===== src/rtl/inst_encoder.sv =====
// inst_encoder: packs decoded instruction descriptors into RV32I/Zicsr/mret words,
// queues them and streams them into IMEM. Define INST_ENC_READBACK_EN for write-verify.
module inst_encoder #(
    parameter int unsigned DEPTH     = 4,
    parameter logic [31:0] BASE_ADDR = 32'h0000_0000
) (
    input  logic        clk,
    input  logic        rst,
    input  logic        req_valid,
    output logic        req_ready,
    input  logic [3:0]  req_class,
    input  logic [3:0]  req_funct,
    input  logic [4:0]  req_rd,
    input  logic [4:0]  req_rs1,
    input  logic [4:0]  req_rs2,
    input  logic [31:0] req_imm,
    output logic        imem_we,
    output logic [31:0] imem_addr,
    output logic [31:0] imem_wdata,
    input  logic        imem_ack,
`ifdef INST_ENC_READBACK_EN
    output logic        imem_re,
    input  logic [31:0] imem_rdata,
`endif
    output logic        busy,
    output logic        err,
    output logic [7:0]  err_cnt
);
    localparam int unsigned PTR_W = $clog2(DEPTH);
    localparam int unsigned CNT_W = PTR_W + 1;

    typedef enum logic [1:0] {S_IDLE, S_WRITE, S_RDBK, S_VERIFY} state_e;

    logic [2:0]  f3;
    logic        alt;
    logic        fits_i, fits_b, fits_j, shamt_ok;
    logic [31:0] enc_word_c;
    logic        enc_legal_c;

    assign f3       = req_funct[2:0];
    assign alt      = req_funct[3];
    assign fits_i   = (&req_imm[31:11]) || (req_imm[31:11] == '0);
    assign fits_b   = ((&req_imm[31:12]) || (req_imm[31:12] == '0)) && !req_imm[0];
    assign fits_j   = ((&req_imm[31:20]) || (req_imm[31:20] == '0)) && !req_imm[0];
    assign shamt_ok = (req_imm[31:5] == '0);

    // Combinational descriptor-to-word packing with legality check
    always_comb begin
        enc_word_c  = '0;
        enc_legal_c = 1'b1;
        case (req_class)
            4'd0: begin
                enc_word_c  = {(alt ? 7'h20 : 7'h00), req_rs2, req_rs1, f3, req_rd, 7'h33};
                enc_legal_c = !alt || (f3 == 3'd0) || (f3 == 3'd5);
            end
            4'd1: begin
                if ((f3 == 3'd1) || (f3 == 3'd5)) begin
                    enc_word_c  = {(alt ? 7'h20 : 7'h00), req_imm[4:0], req_rs1, f3, req_rd, 7'h13};
                    enc_legal_c = (!alt || (f3 == 3'd5)) && shamt_ok;
                end else begin
                    enc_word_c  = {req_imm[11:0], req_rs1, f3, req_rd, 7'h13};
                    enc_legal_c = !alt && fits_i;
                end
            end
            4'd2: begin
                enc_word_c  = {req_imm[11:0], req_rs1, f3, req_rd, 7'h03};
                enc_legal_c = fits_i && (f3 != 3'd3) && (f3 != 3'd6) && (f3 != 3'd7);
            end
            4'd3: begin
                enc_word_c  = {req_imm[11:5], req_rs2, req_rs1, f3, req_imm[4:0], 7'h23};
                enc_legal_c = fits_i && (f3 <= 3'd2);
            end
            4'd4: begin
                enc_word_c  = {req_imm[12], req_imm[10:5], req_rs2, req_rs1, f3,
                               req_imm[4:1], req_imm[11], 7'h63};
                enc_legal_c = fits_b && (f3 != 3'd2) && (f3 != 3'd3);
            end
            4'd5, 4'd6: begin
                enc_word_c  = {req_imm[31:12], req_rd, (req_class == 4'd5) ? 7'h37 : 7'h17};
                enc_legal_c = (req_imm[11:0] == '0);
            end
            4'd7: begin
                enc_word_c  = {req_imm[20], req_imm[10:1], req_imm[11], req_imm[19:12], req_rd, 7'h6F};
                enc_legal_c = fits_j;
            end
            4'd8: begin
                enc_word_c  = {req_imm[11:0], req_rs1, 3'd0, req_rd, 7'h67};
                enc_legal_c = fits_i;
            end
            4'd9: begin
                case (req_funct)
                    4'd0:    enc_word_c = 32'h0000_0073;
                    4'd1:    enc_word_c = 32'h0010_0073;
                    4'd2:    enc_word_c = 32'h3020_0073;
                    default: enc_legal_c = 1'b0;
                endcase
            end
            4'd10: begin
                enc_word_c  = {req_imm[11:0], req_rs1, f3, req_rd, 7'h73};
                enc_legal_c = (f3 != 3'd0) && (f3 != 3'd4);
            end
            default: enc_legal_c = 1'b0;
        endcase
    end

    state_e             state_q, state_d;
    logic [31:0]        mem_q [DEPTH];
    logic [PTR_W-1:0]   wr_ptr_q, rd_ptr_q;
    logic [CNT_W-1:0]   count_q, count_d;
    logic               we_q, we_d, busy_q, err_q;
    logic [31:0]        addr_q, addr_d, wdata_q, wdata_d;
    logic [7:0]         err_cnt_q, err_cnt_d;
    logic               accept_c, push_ok_c, reject_c, push_fifo_c, mismatch_c;
    logic               pop_c, bypass_c, load_c, we_clr_c, addr_inc_c;
    logic [8:0]         err_sum_c;
`ifdef INST_ENC_READBACK_EN
    logic               re_q, re_set_c, re_clr_c, chk_c;
`endif

    // Ready derives from the registered count only, so a pop never frees a slot the same cycle
    assign req_ready   = !rst && (count_q != CNT_W'(DEPTH));
    assign accept_c    = req_valid && req_ready;
    assign push_ok_c   = accept_c && enc_legal_c;
    assign reject_c    = accept_c && !enc_legal_c;
    assign push_fifo_c = push_ok_c && !bypass_c;

    always_ff @(posedge clk) begin
        if (rst) state_q <= S_IDLE;
        else     state_q <= state_d;
    end

    always_comb begin
        state_d = state_q;
        case (state_q)
            S_IDLE:   if ((count_q != '0) || push_ok_c) state_d = S_WRITE;
`ifdef INST_ENC_READBACK_EN
            S_WRITE:  if (imem_ack) state_d = S_RDBK;
`else
            S_WRITE:  if (imem_ack) state_d = S_IDLE;
`endif
            S_RDBK:   state_d = S_VERIFY;
            S_VERIFY: state_d = S_IDLE;
            default:  state_d = S_IDLE;
        endcase
    end

    // An empty FIFO lets a fresh descriptor go straight to the write stage
    always_comb begin
        pop_c      = 1'b0;
        bypass_c   = 1'b0;
        load_c     = 1'b0;
        we_clr_c   = 1'b0;
        addr_inc_c = 1'b0;
`ifdef INST_ENC_READBACK_EN
        re_set_c   = 1'b0;
        re_clr_c   = 1'b0;
        chk_c      = 1'b0;
`endif
        case (state_q)
            S_IDLE: begin
                if (count_q != '0) begin
                    pop_c  = 1'b1;
                    load_c = 1'b1;
                end else if (push_ok_c) begin
                    bypass_c = 1'b1;
                    load_c   = 1'b1;
                end
            end
            S_WRITE: begin
                if (imem_ack) begin
                    we_clr_c = 1'b1;
`ifdef INST_ENC_READBACK_EN
                    re_set_c = 1'b1;
`else
                    addr_inc_c = 1'b1;
`endif
                end
            end
`ifdef INST_ENC_READBACK_EN
            S_RDBK:   re_clr_c = 1'b1;
            S_VERIFY: begin
                chk_c      = 1'b1;
                addr_inc_c = 1'b1;
            end
`endif
            default: ;
        endcase
    end

`ifdef INST_ENC_READBACK_EN
    assign mismatch_c = chk_c && (imem_rdata != wdata_q);
`else
    assign mismatch_c = 1'b0;
`endif

    always_comb begin
        we_d    = we_q;
        addr_d  = addr_q;
        wdata_d = wdata_q;
        if (load_c) begin
            we_d    = 1'b1;
            wdata_d = pop_c ? mem_q[rd_ptr_q] : enc_word_c;
        end
        if (we_clr_c)   we_d   = 1'b0;
        if (addr_inc_c) addr_d = addr_q + 32'd4;
        count_d   = count_q + CNT_W'(push_fifo_c) - CNT_W'(pop_c);
        err_sum_c = {1'b0, err_cnt_q} + 9'(reject_c) + 9'(mismatch_c);
        err_cnt_d = err_sum_c[8] ? 8'hFF : err_sum_c[7:0];
    end

    always_ff @(posedge clk) begin
        if (push_fifo_c) mem_q[wr_ptr_q] <= enc_word_c;
    end

    always_ff @(posedge clk) begin
        if (rst) begin
            wr_ptr_q  <= '0;
            rd_ptr_q  <= '0;
            count_q   <= '0;
            we_q      <= 1'b0;
            addr_q    <= BASE_ADDR;
            wdata_q   <= '0;
            busy_q    <= 1'b0;
            err_q     <= 1'b0;
            err_cnt_q <= '0;
        end else begin
            if (push_fifo_c) wr_ptr_q <= wr_ptr_q + PTR_W'(1);
            if (pop_c)       rd_ptr_q <= rd_ptr_q + PTR_W'(1);
            count_q   <= count_d;
            we_q      <= we_d;
            addr_q    <= addr_d;
            wdata_q   <= wdata_d;
            busy_q    <= (count_d != '0) || (state_d != S_IDLE);
            err_q     <= err_q || reject_c || mismatch_c;
            err_cnt_q <= err_cnt_d;
        end
    end

`ifdef INST_ENC_READBACK_EN
    always_ff @(posedge clk) begin
        if (rst)           re_q <= 1'b0;
        else if (re_set_c) re_q <= 1'b1;
        else if (re_clr_c) re_q <= 1'b0;
    end
    assign imem_re = re_q;
`endif

    assign imem_we    = we_q;
    assign imem_addr  = addr_q;
    assign imem_wdata = wdata_q;
    assign busy       = busy_q;
    assign err        = err_q;
    assign err_cnt    = err_cnt_q;
endmodule


===== config.mk =====
export PLATFORM = sky130hd
export DESIGN_NAME = inst_encoder
export DESIGN_NICKNAME = d
export VERILOG_FILES = /design/src/rtl/inst_encoder.sv
export SDC_FILE = /design/constraint.sdc
export NUM_CORES = 1
export LEC_CHECK = 0
export ABC_AREA = 0
export CORE_ASPECT_RATIO = 1.5
export CORE_MARGIN = 2
export CORE_UTILIZATION = 45
export DETAILED_ROUTE_END_ITERATION = 8
export PLACE_DENSITY = 0.68
export SYNTH_ARGS = -nofsm -noshare
export SYNTH_HDL_FRONTEND = slang
export SYNTH_SLANG_ARGS = --single-unit

===== constraint.sdc =====
create_clock -name clk -period 7.65 [get_ports clk]
set_clock_uncertainty 0.05 [all_clocks]
set_input_delay 0.765 -clock clk [delete_from_list [all_inputs] [get_ports clk]]
set_output_delay 0.765 -clock clk [all_outputs]
set_load 0.005 [all_outputs]

==> impl_results.md <==
* Total power per unit cell area at 279 mW/mm2
* Post-synth cell types at 65
* Grt total ovfl at 0
* Peak supply drop at 0.000181 V
* Count of state elements after synthesis at 207
* Post-CTS setup buffers at 0
* Vias per cell at 6.03
* Hold Crit Depth at 1
* Layout cells sized above 1 at 10.0%
* CP startpoint kind: input port
* Fillers at 1793
* Die X-Extent at 123 um
* Max Cap Viol at 0
* Headroom to the max-slew limit at 17.0%
* Worst-Margin Slew at 1.25 ns
* Commonest non-fill, non-tap cells in the layout: clkdlybuf4s50_1 (131), edfxtp_1 (124), dfxtp_1 (81), nor2_1 (51), nand2_1 (41)
* Initial Util at 45.5%
* DRC at 0
* R2R Setup Slk at 4.59 ns
* Worst hold slack at 0.415 ns
* Post-CTS Hold Fix Bufs at 0
* Max Fclk at 215 MHz
* RSZ-0062 raised after global routing: false
* IO Pins at 135
* DRT iter0 DRCs at 471
* Critical path type: input port to flip-flop
* Hold Crit Class: flip-flop to flip-flop
* Setup_tns at 0 ns
* Post-synth ARST share at 0%
* Pins Over Slew Limit at 0
* Reg2reg end: imem_wdata[4]
* Layout net count at 954
* Final Wtd Congestion at 0.891
* Worst-Skew Late Latency at 0.50 ns
* Multi-input gate area in the final layout at 0.00383 mm2
* Yosys warnings at 0
* Vias in the first global route at 6850
* DR pass1 iterations at 5
* Port Buffers at 132
* Sequential-to-total area share from yosys stat at 56.8%
* Cell Rows at 65
* Total number of vias at 7039
* H-tree levels at 1
* Routed WL per cell at 20.5 um
* Total track usage at 21.5%
* Post-Syn Area at 0.00948 mm2
* Post-route minimum period at 4.65 ns
* Status: completed
* Antenna viol nets, final at 0
* Hold Crit Endpoint: imem_wdata[17]
* Largest net degree at the start of global routing at 76
* Area Overhead vs Synth at 23.7%
* Clock Pin Slew Worst Setup and Hold Paths at 0.06 ns
* Worst EP required at 7.93 ns
* Hold wc startpoint: imem_wdata[17]
* Final Setup Violations at 0
* Die height at 182 um
* Register Area at 0.00539 mm2
* CTS buffer count at 21
* Reg-to-reg critical path startpoint: count_q[0]
* Util after Layout at 56.3%
* Die ar. at 0.0223 mm2
* Clock root buffer: clkbuf_16
* Final Total Pwr at 3.27 mW
* Post-synthesis area per instance at 12.3 um2
* Clock Path Buffers at 3
* Area of the core at 0.0208 mm2
* TritonCTS clock tree: yes
* DP HPWL at 16.0 mm
* Cts repair resizes at 0
* Final Hold Viols at 0
* Critical Path AT at 4.93 ns
* Leak pwr at 3.97 nW
* Final wirelength at 24.0 mm
* Number of flops mapped to enable cells by yosys at 124
* Crit path capture type: flip-flop
* Ant diodes at 0
* Cell count after synthesis at 771
* Num Clock Sinks at 207
* First-pass GRT wire length at 37.3 mm
* Reg2Reg Depth at 8
* Most common cell after layout, fill and taps aside: clkdlybuf4s50_1
* Maximum fanout along the worst path at 21
* Initial antenna violation count at 0
* Synth Flop Type: edfxtp_1
* Final Cycle Share at 60.8%
## sequential cells by signal (all words and copies together) (netlist names), named ones only
register,count
mem_q,124
err_cnt,8
err,1
state_q,2
imem_addr,30
wr_ptr_q,2
count_q,3
imem_we,1
imem_wdata,31
rd_ptr_q,2
busy,1
## how the worst max path moves through the flow
stage	depth (start not counted)	startpoint	to	slack, ns
4_1_cts	16	req_class[0]	busy	3.07
5_1_grt	16	req_class[0]	busy	2.72
3_5_place_dp	16	req_class[0]	busy	2.56
2_1_floorplan	14	req_imm[7]	busy	3.81
6_report	16	req_class[0]	busy	3.00
3_3_place_gp	16	req_class[0]	busy	2.67
## synthesized netlist by cell type (6+ instances only)
cell       instances  area share, %
a211oi_1           7           0.55
nor3_1            12           0.63
o22ai_1            6           0.40
o21ai_0           16           0.84
a221oi_1           9           0.83
inv_1             17           0.67
xor2_1            22            2.0
a31oi_1           27            1.8
nor4_1            10           0.66
nand2_1           41            1.6
clkbuf_1          38            1.5
a22o_1            36            3.3
nand4_1           15           0.99
o2bb2ai_1         26            2.4
a22oi_1            6           0.48
edfxtp_1         124             39
mux4_2            31            7.4
nor2b_1           10           0.66
or3_1              6           0.40
nand2b_1           7           0.46
a21o_1             8           0.63
nor2_1            52            2.1
nand3_1           20            1.1
and3_1            18            1.2
ha_1               9            1.2
a21oi_1           24            1.3
dfxtp_1           83             18
xnor2_1           14            1.3
## stage by stage
stage | worst slack, ns | instance area (um2) | cells
floorplan | 3.81 | 9480 | 772
global placement | 2.67 | 11000 | 1130
detailed placement | 2.56 | 11000 | 1130
CTS | 3.07 | 11700 | 1168
global route | 2.72 | 11700 | 1168
finish | 3.00 | 11700 | 1168
## cells by family after synthesis
kind of cell / share of synthesized area (%)
adder cells (fa/ha/maj): 1.40
other: 0.0396
buffers and inverters: 3.08
flip-flops: 56.8
AND/OR/NAND/NOR: 12.1
multiplexers: 7.79
AO/OA/AOI/OAI: 15.4
XOR/XNOR: 3.33
## where the power goes
| part | internal [mW] | switching, mW | total (mW) |
|---|---|---|---|
| clock | 0.660 | 0.415 | 1.07 |
| sequential | 1.29 | 0.0817 | 1.37 |
| combinational | 0.427 | 0.401 | 0.828 |
| total | 2.37 | 0.898 | 3.27 |
## critical path, stage by stage
cell and delay (ns):
clkdlybuf4s50_1 0.86, buf_4 0.36, or3b_2 0.52, a2111o_1 0.48
o31ai_4 0.09, or2_2 0.17, o31ai_1 0.12, nor2_1 0.19
inv_1 0.06, ha_1 0.27, inv_1 0.04, ha_1 0.18
fa_1 0.39, xnor2_1 0.15, xnor2_1 0.19, a31oi_1 0.10
## per-layer routing
metal	share of wire, %	track usage [%]	vias to the layer above
met5	0	0	-
met4	2.6	7.63	0
met3	5.7	2.73	41
met2	52	36.6	259
met1	40	28.0	3505
li1	-	-	3234
## final cells by class
type / instances / share of cell area [%]
Clock buffer: 27 / 4.84
Clock inverter: 11 / 1.33
Inverter: 17 / 0.544
Multi-Input combinational cell: 496 / 32.6
Sequential cell: 207 / 45.9
Tap cell: 268 / 2.86
Timing Repair Buffer: 142 / 11.9
Power figures use the tool's default switching activity.
